$ cat src/rtl/uart_pkg.sv
`default_nettype none
// ============================================================================
// Module  : uart_pkg
// Brief   : Shared UART state encoding and bit-period helper.
// Revision: 1.0 - initial release
// ============================================================================
package uart_pkg;

    typedef enum logic [2:0] {
        IDLE    = 3'd0,
        START   = 3'd1,
        DATA    = 3'd2,
        STOP    = 3'd3,
        CLEANUP = 3'd4
    } uart_state_t;

    // Master-clock cycles per serial bit (integer division).
    function automatic int unsigned pulse_width(input int unsigned clk_freq,
                                                input int unsigned baud);
        return clk_freq / baud;
    endfunction

endpackage
`default_nettype wire

$ cat src/rtl/uart_rx_if.sv
`default_nettype none
// ============================================================================
// Module  : uart_rx_if
// Brief   : Received-byte strobe bundle between uart_rx and its consumer.
// Revision: 1.0 - initial release
// ============================================================================
interface uart_rx_if #(
    parameter int NUM_BITS = 8
);
    logic [NUM_BITS-1:0] rx_byte;
    logic                rx_valid;
    logic                frame_error;
    logic                busy;

    modport master (
        output rx_byte,
        output rx_valid,
        output frame_error,
        output busy
    );

    modport slave (
        input rx_byte,
        input rx_valid,
        input frame_error,
        input busy
    );
endinterface
`default_nettype wire

$ cat src/rtl/sync_2ff.sv
`default_nettype none
// ============================================================================
// Module  : sync_2ff
// Brief   : Two-flop synchronizer with configurable reset value.
// Revision: 1.0 - initial release
// ============================================================================
module sync_2ff #(
    parameter int              WIDTH       = 1,
    parameter logic [WIDTH-1:0] RESET_VALUE = '0
) (
    input  wire logic             clk,
    input  wire logic             reset_n,
    input  wire logic [WIDTH-1:0] i_d,
    output logic      [WIDTH-1:0] o_q
);
    logic [WIDTH-1:0] r_meta;
    logic [WIDTH-1:0] r_sync;

    always_ff @(posedge clk or negedge reset_n) begin
        if (!reset_n) begin
            r_meta <= RESET_VALUE;
            r_sync <= RESET_VALUE;
        end else begin
            r_meta <= i_d;
            r_sync <= r_meta;
        end
    end

    assign o_q = r_sync;
endmodule
`default_nettype wire

$ cat src/rtl/uart_rx.sv
`default_nettype none
// ============================================================================
// Module  : uart_rx
// Brief   : Oversampling 8N1 UART receiver with mid-bit sampling.
// Revision: 1.0 - initial release
// ============================================================================
module uart_rx
    import uart_pkg::*;
#(
    parameter int NUM_BITS        = 8,
    parameter int BAUD_RATE       = 115200,
    parameter int MASTER_CLK_FREQ = 100_000_000
) (
    input  wire logic clk,
    input  wire logic reset_n,
    input  wire logic rx_serial,
    uart_rx_if.master rx_if
);
    localparam int unsigned c_PULSE_WIDTH      = pulse_width(MASTER_CLK_FREQ, BAUD_RATE);
    localparam int unsigned c_HALF_PULSE_WIDTH = c_PULSE_WIDTH / 2;
    localparam int          c_CNT_W = (c_PULSE_WIDTH > 1) ? $clog2(c_PULSE_WIDTH) : 1;
    localparam int          c_BIT_W = (NUM_BITS > 1) ? $clog2(NUM_BITS) : 1;

    localparam logic [c_CNT_W-1:0] c_FULL_LAST = c_CNT_W'(c_PULSE_WIDTH - 1);
    localparam logic [c_CNT_W-1:0] c_HALF_LAST = c_CNT_W'(c_HALF_PULSE_WIDTH - 1);
    localparam logic [c_BIT_W-1:0] c_BIT_LAST  = c_BIT_W'(NUM_BITS - 1);

    logic                w_rx_s;
    uart_state_t         r_state;
    logic [c_CNT_W-1:0]  r_pulse_count;
    logic [c_BIT_W-1:0]  r_bit_count;
    logic [NUM_BITS-1:0] r_shift;
    logic [NUM_BITS-1:0] r_rx_byte;
    logic                r_rx_valid;
    logic                r_frame_error;

    // Idle-high line, so the synchronizer resets to 1 to avoid a false start.
    sync_2ff #(
        .WIDTH       (1),
        .RESET_VALUE (1'b1)
    ) u_sync (
        .clk     (clk),
        .reset_n (reset_n),
        .i_d     (rx_serial),
        .o_q     (w_rx_s)
    );

    always_ff @(posedge clk or negedge reset_n) begin
        if (!reset_n) begin
            r_state       <= IDLE;
            r_pulse_count <= '0;
            r_bit_count   <= '0;
            r_shift       <= '0;
            r_rx_byte     <= '0;
            r_rx_valid    <= 1'b0;
            r_frame_error <= 1'b0;
        end else begin
            r_rx_valid    <= 1'b0;
            r_frame_error <= 1'b0;
            case (r_state)
                IDLE: begin
                    r_pulse_count <= '0;
                    r_bit_count   <= '0;
                    if (!w_rx_s) r_state <= START;
                end
                START: begin
                    if (r_pulse_count == c_HALF_LAST) begin
                        r_pulse_count <= '0;
                        // Line back high at mid start bit: treat as a glitch.
                        r_state       <= w_rx_s ? IDLE : DATA;
                    end else begin
                        r_pulse_count <= r_pulse_count + 1'b1;
                    end
                end
                DATA: begin
                    if (r_pulse_count == c_FULL_LAST) begin
                        r_pulse_count        <= '0;
                        r_shift[r_bit_count] <= w_rx_s;
                        if (r_bit_count == c_BIT_LAST) begin
                            r_bit_count <= '0;
                            r_state     <= STOP;
                        end else begin
                            r_bit_count <= r_bit_count + 1'b1;
                        end
                    end else begin
                        r_pulse_count <= r_pulse_count + 1'b1;
                    end
                end
                STOP: begin
                    if (r_pulse_count == c_FULL_LAST) begin
                        r_pulse_count <= '0;
                        if (w_rx_s) begin
                            r_rx_byte  <= r_shift;
                            r_rx_valid <= 1'b1;
                        end else begin
                            r_frame_error <= 1'b1;
                        end
                        r_state <= CLEANUP;
                    end else begin
                        r_pulse_count <= r_pulse_count + 1'b1;
                    end
                end
                CLEANUP: begin
                    // Hold here through a break so a low line cannot re-trigger.
                    if (w_rx_s) r_state <= IDLE;
                end
                default: r_state <= IDLE;
            endcase
        end
    end

    assign rx_if.rx_byte     = r_rx_byte;
    assign rx_if.rx_valid    = r_rx_valid;
    assign rx_if.frame_error = r_frame_error;
    assign rx_if.busy        = (r_state != IDLE);
endmodule
`default_nettype wire

$ cat src/flat_wrapper.sv
// flat-port wrapper written by rule: the top's interface ports become plain ports
module uart_rx_flat import uart_pkg::*;
#(
    parameter int NUM_BITS        = 8,
    parameter int BAUD_RATE       = 115200,
    parameter int MASTER_CLK_FREQ = 100_000_000
)
  (clk, reset_n, rx_serial, rx_if_rx_byte, rx_if_rx_valid, rx_if_frame_error, rx_if_busy);
  uart_rx_if #(.NUM_BITS(NUM_BITS)) rx_if_i ();
  input  wire logic clk;
  input  wire logic reset_n;
  input  wire logic rx_serial;
  output wire logic [$bits(rx_if_i.rx_byte)-1:0] rx_if_rx_byte;
  output wire logic [$bits(rx_if_i.rx_valid)-1:0] rx_if_rx_valid;
  output wire logic [$bits(rx_if_i.frame_error)-1:0] rx_if_frame_error;
  output wire logic [$bits(rx_if_i.busy)-1:0] rx_if_busy;
  assign rx_if_rx_byte = rx_if_i.rx_byte;
  assign rx_if_rx_valid = rx_if_i.rx_valid;
  assign rx_if_frame_error = rx_if_i.frame_error;
  assign rx_if_busy = rx_if_i.busy;
  uart_rx #(.NUM_BITS(NUM_BITS), .BAUD_RATE(BAUD_RATE), .MASTER_CLK_FREQ(MASTER_CLK_FREQ)) u_core (.clk(clk), .reset_n(reset_n), .rx_serial(rx_serial), .rx_if(rx_if_i));
endmodule
$ cat config.mk
export PLATFORM = sky130hd
export DESIGN_NAME = uart_rx_flat
export DESIGN_NICKNAME = d
export VERILOG_FILES = /design/src/rtl/uart_pkg.sv /design/src/rtl/uart_rx_if.sv /design/src/rtl/sync_2ff.sv /design/src/rtl/uart_rx.sv /design/src/flat_wrapper.sv
export SDC_FILE = /design/constraint.sdc
export NUM_CORES = 1
export LEC_CHECK = 0
export CAP_MARGIN = 15
export CORE_ASPECT_RATIO = 2
export CORE_UTILIZATION = 25
export DETAILED_ROUTE_END_ITERATION = 6
export MAX_ROUTING_LAYER = met4
export PLACE_DENSITY = 0.38
export REMOVE_ABC_BUFFERS = 1
export SYNTH_ARGS = -nofsm -noshare
export SYNTH_HDL_FRONTEND = slang
export SYNTH_SLANG_ARGS = --single-unit
$ cat constraint.sdc
create_clock -name clk -period 2.7 [get_ports clk]
set_input_delay 0.405 -clock clk [delete_from_list [all_inputs] [get_ports clk]]
set_output_delay 0.405 -clock clk [all_outputs]
set_load 0.02 [all_outputs]
== Word-level counts from Yosys, hierarchy flattened ==
Index checks and enable logic that the tools add are counted.

* Bits of input ports: 3
* Word-level logic and storage cells: 59
* Output and inout port bits: 11
* Register bits after elaboration: 36

* $lt $le $gt $ge: 2
* Reductions and logical operators: 10
* $add $sub $neg: 2
* Equal/unequal tests: 13
* Mux-type cells: 23

{| class="wikitable"
|+ Operator list
! operator !! number
|-
| $pmux 10 s3 || 1
|-
| $mux 3 || 8
|-
| $mux 10 || 2
|-
| $pmux 3 s5 || 1
|-
| $add 10x1->10 const B || 1
|-
| $eq 10x10->1 const B || 1
|-
| $eq 10x9->1 const B || 1
|-
| $bwmux 8 || 1
|-
| $ne 2x1->1 const B || 4
|-
| $mux 1 || 7
|-
| $eq 3x2->1 const B || 2
|-
| $eq 3x3->1 const B || 2
|-
| $pmux 3 s2 || 1
|-
| $reduce_and 6->1 || 1
|-
| $reduce_bool 3->1 || 2
|-
| $lt 3x4->1 const B || 1
|-
| $ne 2x2->1 const B || 2
|-
| $reduce_and 2->1 || 2
|-
| $add 3x1->3 const B || 1
|-
| $demux 1 s3 || 1
|-
| $eq 3x1->1 const B || 1
|-
| $ge 3x1->1 const B || 1
|-
| $logic_not 3->1 || 1
|-
| $reduce_and 3->1 || 1
|-
| other kinds (4) || 4
|}

== Depth between registers and ports, before layout ==
Gate-level depths: netlist of the first run.

* Depth in word-level cells: 5
* Gate-level depth with buffers: 6
* Gate-level depth less buffers: 6

== Cells and area by module ==
A second synthesis of the first run with hierarchy kept.

* Cells, all modules: 166
* Area total of the unflattened synthesis: 1,818.0 µm²

{| class="wikitable"
|+ By module, submodules not included
! module !! seq. area each (µm²) !! area each (µm²) !! cells each !! instances
|-
| uart_rx || 850.8 || 1,765.4 || 164 || 1
|-
| sync_2ff || 52.6 || 52.6 || 2 || 1
|}

== Worst setup path before layout of the first run ==
Ideal clock, no wire load.

* Path type: reg-to-reg
* From: register u_core.r_pulse_count[0]
* To: register u_core.r_shift[2]
* Path slack: 0.815 ns
* Path buffers: 0
* Required time: 2.573 ns
* Setup time: 0.127 ns
* Arrival time: 1.758 ns
* Cell stages (with the launch flop): 6
* Cells stage by stage: dfrtp_1 ha_1 and4b_2 nand4_4 or4_1 mux2_1

* Cells in the longest elaborated chain, start to end: 2

{| class="wikitable"
|+ Ends and longest elaborated chain
! what !! RTL line !! text
|-
| start, declared || uart_rx.sv:30 || <nowiki>logic [c_CNT_W-1:0] r_pulse_count;</nowiki>
|-
| start signal, assigned || uart_rx.sv:72 || <nowiki>r_pulse_count <= r_pulse_count + 1'b1;</nowiki>
|-
| start signal, assigned || uart_rx.sv:86 || <nowiki>r_pulse_count <= r_pulse_count + 1'b1;</nowiki>
|-
| start signal, assigned || uart_rx.sv:100 || <nowiki>r_pulse_count <= r_pulse_count + 1'b1;</nowiki>
|-
| $eq 10x10->1 || uart_rx.sv:76 || <nowiki>if (r_pulse_count == c_FULL_LAST) begin</nowiki>
|-
| $reduce_and 2->1 (no source line) || - ||
|-
| end signal, assigned by index || uart_rx.sv:78 || <nowiki>r_shift[r_bit_count] <= w_rx_s;</nowiki>
|-
| end, declared || uart_rx.sv:32 || <nowiki>logic [NUM_BITS-1:0] r_shift;</nowiki>
|}

No other way between the ends.
A chain may end at the register's enable or synchronous reset.

== Worst setup path in the final report of the first run ==
* From: register u_core.r_state[2]
* To: output rx_if_busy

* Cells in the longest elaborated chain, start to end: 1

{| class="wikitable"
|+ Ends and longest elaborated chain
! what !! RTL line !! text
|-
| start, declared || uart_rx.sv:29 || <nowiki>uart_state_t r_state;</nowiki>
|-
| start signal, assigned || uart_rx.sv:70 || <nowiki>r_state <= w_rx_s ? IDLE : DATA;</nowiki>
|-
| $reduce_bool 3->1 || uart_rx.sv:115 || <nowiki>assign rx_if.busy = (r_state != IDLE);</nowiki>
|-
| end, declared || flat_wrapper.sv:16 || <nowiki>output wire logic [$bits(rx_if_i.busy)-1:0] rx_if_busy;</nowiki>
|}

No other way between the ends.

==> run metrics, run 1 <==
R2R depth 5; std cell rows 43; Synth async-reset ratio between 90% and 100%; CP Buf/Inv Count 1; critical-path cell list or3_1, clkdlybuf4s50_1; Final Hold Vio Count 0; nets 175; crit path launch type register; final setup TNS 0 ns; DP Worst Slack between 0.4 and 0.5 ns; CTS max path bufs 2; CP required 2.30 ns; average cell area after synthesis about 12 um^2; RePlAce Congestion 0.709; peak supply drop 0.242 mV; ratio of cells with drive above 1 in the final layout 23.1%; Final min period 2.28 ns; Worst Path Arrival 1.88 ns; DR pass1 iterations 4; Final WS setup 0.418 ns; Cell Pwr Density around 630 nW/um^2; Post-DRT Antenna Nets 0; Pwr Total 1.40 mW; Residual DRC 0; Distinct cells, synth 42; Slew Viols, Final 0; post-cts gate resize count 0; IO Pins 14; Post-synth EDFFs 0; Port Buffers 13; Post-Syn Instances approximately 150; Max FO, Critical Path 16; routed len/inst 14.8 um; Hold EP u_core.u_sync.o_q$_DFF_PN1_; yosys warns 0; relative slew slack 63.0%; worst hold path type reg2reg; Synth Cell Area 1760 um^2; gr usage total 12.2%; crit end category output port; CTS clk-pin slew, worst paths 0.06 ns; CTS tree built; setup repair bufs after CTS 0; Antenna diodes 0; flops & latches, synth 36; critical path depth 2; Layout area overhead 25.5%; sequential-to-total area share from yosys stat 51.3%; CTS Hold Bufs 0; Die Ht roughly 120 um; vias ~1200; r2r setup slk 0.53 ns; finished layout cell area between 2000 and 2500 um^2; DRC marker count from the first detailed-route iteration 44; Worst-Skew Late Latency ~0.28 ns; clk root buf clkbuf_16; post-route clock period utilization 84.5%; hold path depth 0; max cap viols 0; Worst Min Path Start u_core.u_sync.r_meta$_DFF_PN1_; utilization of the core after routing about a third; Yosys top cell by area dfrtp_1; Cell Area, Placed approximately 2000 um^2; CP max stage cell dfrtp_1; CORE AREA 6890 um^2; total die area ~7400 um^2; commonest non-fill, non-tap cell in the layout dfrtp_1; Fill cells 761; most frequent cells in the layout dfrtp_1, mux2_2, clkdlybuf4s50_1, nor2_1, nand3_1; H-tree level count 2; DP Cell Count 251; Slew @ Worst Pin 0.551 ns; post-synth top area share 48.3%; Die X between 60 and 70 um; largest stage delay on the critical path 0.58 ns; Hold Worst Slack approximately 0.36 ns; critical path class reg2out; ys flop type dfrtp_1; Initial Util 25.6%; total grt overflow 0; top post-synthesis cells by area dfrtp_1, mux2_2, dfstp_2, ha_1, nor2_1; Pleak 0.971 nW; TritonCTS Buffers 5; RSZ-0062 raised after global routing false; HPWL after detailed placement 2790 um; routed wire length 3840 um; initial antenna violation count 0; non-filler instance count after layout 259; first-pass GRT wire length approximately 6300 um; Worst path top cell family by delay flip-flops; Final Skew 0.00215 ns; Reg-to-Reg Start u_core.r_pulse_count[0]$_DFFE_PN0P_; Achievable Freq between 0.4 and 0.5 GHz; vias in the first global route 1301; status finished clean; DR vias/cell 4.78; final setup violation count 0; largest net degree at the start of global routing 37; # clock sinks 36; Worst R2R End u_core.rx_if.rx_byte[4]$_DFFE_PN0P_
## synthesized netlist by cell type (3+ instances only)
| cell type | number |
|---|---|
| inv_1 | 6 |
| nor3_1 | 4 |
| nor2_1 | 12 |
| dfrtp_1 | 34 |
| nand4_1 | 5 |
| xor2_1 | 5 |
| nand3_1 | 8 |
| mux2_2 | 15 |
| a311oi_1 | 3 |
| o21ai_0 | 5 |
| ha_1 | 4 |
| clkbuf_1 | 5 |
| nand2_1 | 6 |
| a21oi_1 | 3 |
| nor4_1 | 3 |
| and4_1 | 3 |
## cell families after synthesis
| group | share of synthesized area (%) |
|---|---|
| AND/OR/NAND/NOR | 23.2 |
| flip-flops | 51.3 |
| multiplexers | 10.8 |
| AO/OA/AOI/OAI | 6.25 |
| buffers and inverters | 2.63 |
| XOR/XNOR | 2.98 |
| adder cells (fa/ha/maj) | 2.84 |
## registers in the layout (all words and copies together), names as in the netlist
| signal | count |
|---|---|
| u_core.r_bit_count | 3 |
| u_core.r_shift | 8 |
| u_core.r_pulse_count | 10 |
| u_core.u_sync.r_meta | 1 |
| u_core.rx_if.rx_valid | 1 |
| u_core.rx_if.frame_error | 1 |
| u_core.r_state | 3 |
| u_core.rx_if.rx_byte | 8 |
| u_core.u_sync.o_q | 1 |
## layer usage
metal	up-vias	track usage (%)	share of wire, %
met5	-	-	0
met3	11	2.25	3.0
met4	0	7.50	4.2
met2	29	21.1	56
li1	582	-	-
met1	615	11.9	37
## worst register-to-register path: stages (launching register included)
cell     delay (ns)
dfrtp_1        0.41
ha_1           0.27
and4b_2        0.35
nand3_4        0.16
nor3_4         0.47
mux2_2         0.40
## area by class of cell
class / count / area [um^2] / area share (%)
inverter: 6 / 22.5 / 1.02
clock buffer: 5 / 125 / 5.66
multi-input combinational: 104 / 812 / 36.7
sequential: 36 / 903 / 40.9
clock inverter: 3 / 90.1 / 4.07
tap: 90 / 113 / 5.09
timing repair buffer: 15 / 145 / 6.56
## worst max-delay path by stage
stage                                   startpoint                                  end
3_5_place_dp   u_core.r_pulse_count[0]$_DFFE_PN0P_  u_core.rx_if.rx_byte[4]$_DFFE_PN0P_
4_1_cts              u_core.r_state[2]$_DFFE_PN0P_                           rx_if_busy
2_1_floorplan        u_core.r_state[1]$_DFFE_PN0P_        u_core.r_shift[2]$_DFFE_PN0P_
3_3_place_gp   u_core.r_pulse_count[0]$_DFFE_PN0P_  u_core.rx_if.rx_byte[1]$_DFFE_PN0P_
5_1_grt              u_core.r_state[2]$_DFFE_PN0P_                           rx_if_busy
6_report             u_core.r_state[2]$_DFFE_PN0P_                           rx_if_busy
## report_power, final
part / switching, mW / internal, mW / total, mW / leakage (nW)
logic: 0.0117 / 0.00406 / 0.0157 / 0.386
registers: 0.00285 / 0.543 / 0.545 / 0.481
clock network: 0.215 / 0.622 / 0.837 / 0.104
(Power assumes the default switching activity.)
==> run 2: changes to the inputs <==
==> constraint.sdc (replaced) <==
create_clock -name clk -period 2.35 [get_ports clk]
set_input_delay 0.3525 -clock clk [delete_from_list [all_inputs] [get_ports clk]]
set_output_delay 0.3525 -clock clk [all_outputs]
set_load 0.02 [all_outputs]
==> run metrics, run 2 (synthesis results as in run 1) <==
total die area 7410 um^2 (unchanged); critical path depth 6 (was 2); Final Hold Vio Count 0 (unchanged); Die X 61.4 um (unchanged); std cell rows 43 (unchanged); critical path class reg2reg (was reg2out); Slew @ Worst Pin 0.683 ns (was 0.551 ns); CTS tree built (unchanged); IO Pins 14 (unchanged); crit end category register (was output port); CTS clk-pin slew, worst paths 0.05 ns (was 0.06 ns); clk root buf clkbuf_16 (unchanged); ratio of cells with drive above 1 in the final layout 24.0% (was 23.1%); HPWL after detailed placement 2840 um (was 2790 um); DP Worst Slack 0.185 ns (was 0.497 ns); Max FO, Critical Path 7 (was 16); gr usage total 12.7% (was 12.2%); hold path depth 0 (unchanged); Layout area overhead 22.6% (was 25.5%); Cell Area, Placed 2010 um^2 (was 2000 um^2); status finished clean (unchanged); Worst path top cell family by delay compound AO/OA/AOI/OAI gates (was flip-flops); R2R depth 6 (was 5); CTS Hold Bufs 0 (unchanged); Port Buffers 13 (unchanged); Die Ht 121 um (unchanged); critical-path cell list ha_1, nor4bb_1, a311oi_1, a211oi_2, buf_4, nor3_1 (was or3_1, clkdlybuf4s50_1); Worst-Skew Late Latency 0.28 ns (about the same); most frequent cells in the layout dfrtp_1, mux2_2, clkdlybuf4s50_1, nor2_1, nand3_1 (unchanged); Fill cells 769 (was 761); Post-DRT Antenna Nets 0 (unchanged); Final min period 2.11 ns; Worst Path Arrival 2.26 ns (was 1.88 ns); DRC marker count from the first detailed-route iteration 18 (was 44); DR pass1 iterations 4 (unchanged); vias 1207 (was 1237); # clock sinks 36 (unchanged); Hold Worst Slack 0.356 ns (was 0.357 ns); max FFs per register 10 (unchanged); TritonCTS Buffers 5 (unchanged); H-tree level count 2 (unchanged); CTS max path bufs 2 (unchanged); met2 routed WL 2190 um (was 2150 um); commonest non-fill, non-tap cell in the layout dfrtp_1 (unchanged); first-pass GRT wire length 6560 um (was 6280 um); Reg with most FFs u_core.r_pulse_count (unchanged); total grt overflow 0 (unchanged); crit path launch type register (unchanged); CP max stage cell a311oi_1 (was dfrtp_1); worst hold path type reg2reg (unchanged); final setup violation count 0 (unchanged); CP Buf/Inv Count 1 (unchanged); Cell Pwr Density 606 nW/um^2 (was 633 nW/um^2); CP required 2.50 ns (was 2.30 ns); M1 wire length 1490 um (was 1420 um); final setup TNS 0 ns (unchanged); multi-input logic area 812 um^2 (unchanged); peak supply drop 0.298 mV (was 0.242 mV); largest net degree at the start of global routing 37 (unchanged); Achievable Freq between 0.4 and 0.5 GHz; DR vias/cell 4.62 (was 4.78); CORE AREA 6890 um^2 (unchanged); setup repair bufs after CTS 0 (unchanged); nets 177 (was 175); register area 903 um^2 (unchanged); Antenna diodes 0 (unchanged); vias in the first global route 1320 (was 1301); Pwr Total 1.31 mW (was 1.40 mW); max cap viols 0 (unchanged); finished layout cell area 2160 um^2 (was 2210 um^2); post-cts gate resize count 0 (unchanged); initial antenna violation count 0 (unchanged); routed len/inst 14.8 um (about the same); post-route clock period utilization 89.9%; RePlAce Congestion 0.758 (was 0.709); relative slew slack 54.2% (was 63.0%); Initial Util 25.6% (unchanged); routed wire length 3850 um (was 3840 um); RSZ-0062 raised after global routing false (unchanged); largest stage delay on the critical path 0.61 ns (was 0.58 ns); Slew Viols, Final 0 (unchanged); Final Skew 0.00185 ns (was 0.00215 ns); met3 routed WL 85 um (was 116 um); Pleak 0.955 nW (was 0.971 nW); Final WS setup 0.238 ns (was 0.418 ns); Residual DRC 0 (unchanged); max layer used met4 (unchanged)
-- run 2: changes by cell type in the layout (fill, tap and decap cells not counted), sizes merged --
cell	before	now
bufinv	3	0
buf	2	4
clkinv	0	2
clkbuf	5	6
-- run 2: final timing paths --
path / slack (ns) / end / startpoint
setup / recovery: 0.24 / u_core.r_pulse_count[2]$_DFFE_PN0P_ / u_core.r_pulse_count[0]$_DFFE_PN0P_
hold / removal: 0.36 / u_core.u_sync.o_q$_DFF_PN1_ / u_core.u_sync.r_meta$_DFF_PN1_
setup reg to reg: 0.24 / u_core.r_pulse_count[2]$_DFFE_PN0P_ / u_core.r_pulse_count[0]$_DFFE_PN0P_
hold reg to reg: 0.36 / u_core.u_sync.o_q$_DFF_PN1_ / u_core.u_sync.r_meta$_DFF_PN1_
max in group asynchronous: 1.51 / u_core.u_sync.r_meta$_DFF_PN1_ / reset_n
min in group asynchronous: 0.49 / u_core.rx_if.rx_byte[3]$_DFFE_PN0P_ / reset_n
-- run 2: final cells by class --
cell class	instances	share of cell area (%)
clock buffer	6	6.43
clock inverter	2	0.463
inverter	6	1.04
multi-input combinational	104	37.6
sequential	36	41.8
tap	90	5.21
timing repair buffer	17	7.42
-- run 2: metal layers --
| metal | vias up | track usage (%) |
|---|---|---|
| li1 | 594 | - |
| met1 | 590 | 12.5 |
| met2 | 17 | 22.8 |
| met3 | 6 | 2.25 |
| met4 | 0 | 5.83 |
| met5 | - | - |
-- run 2: power by group --
group          leakage, nW  internal, mW  total (mW)  switching, mW
Sequential           0.481         0.623       0.627        0.00334
Clock               0.0766         0.417       0.664          0.247
Combinational        0.397       0.00467      0.0181         0.0135
Total                0.955          1.05        1.31          0.264
-- run 2: metrics by stage --
step	util, %	instances
detailed placement	29.2	253
CTS	31.4	261
finish	31.4	261
global route	31.4	261
global placement	29.2	253
floorplan	-	146
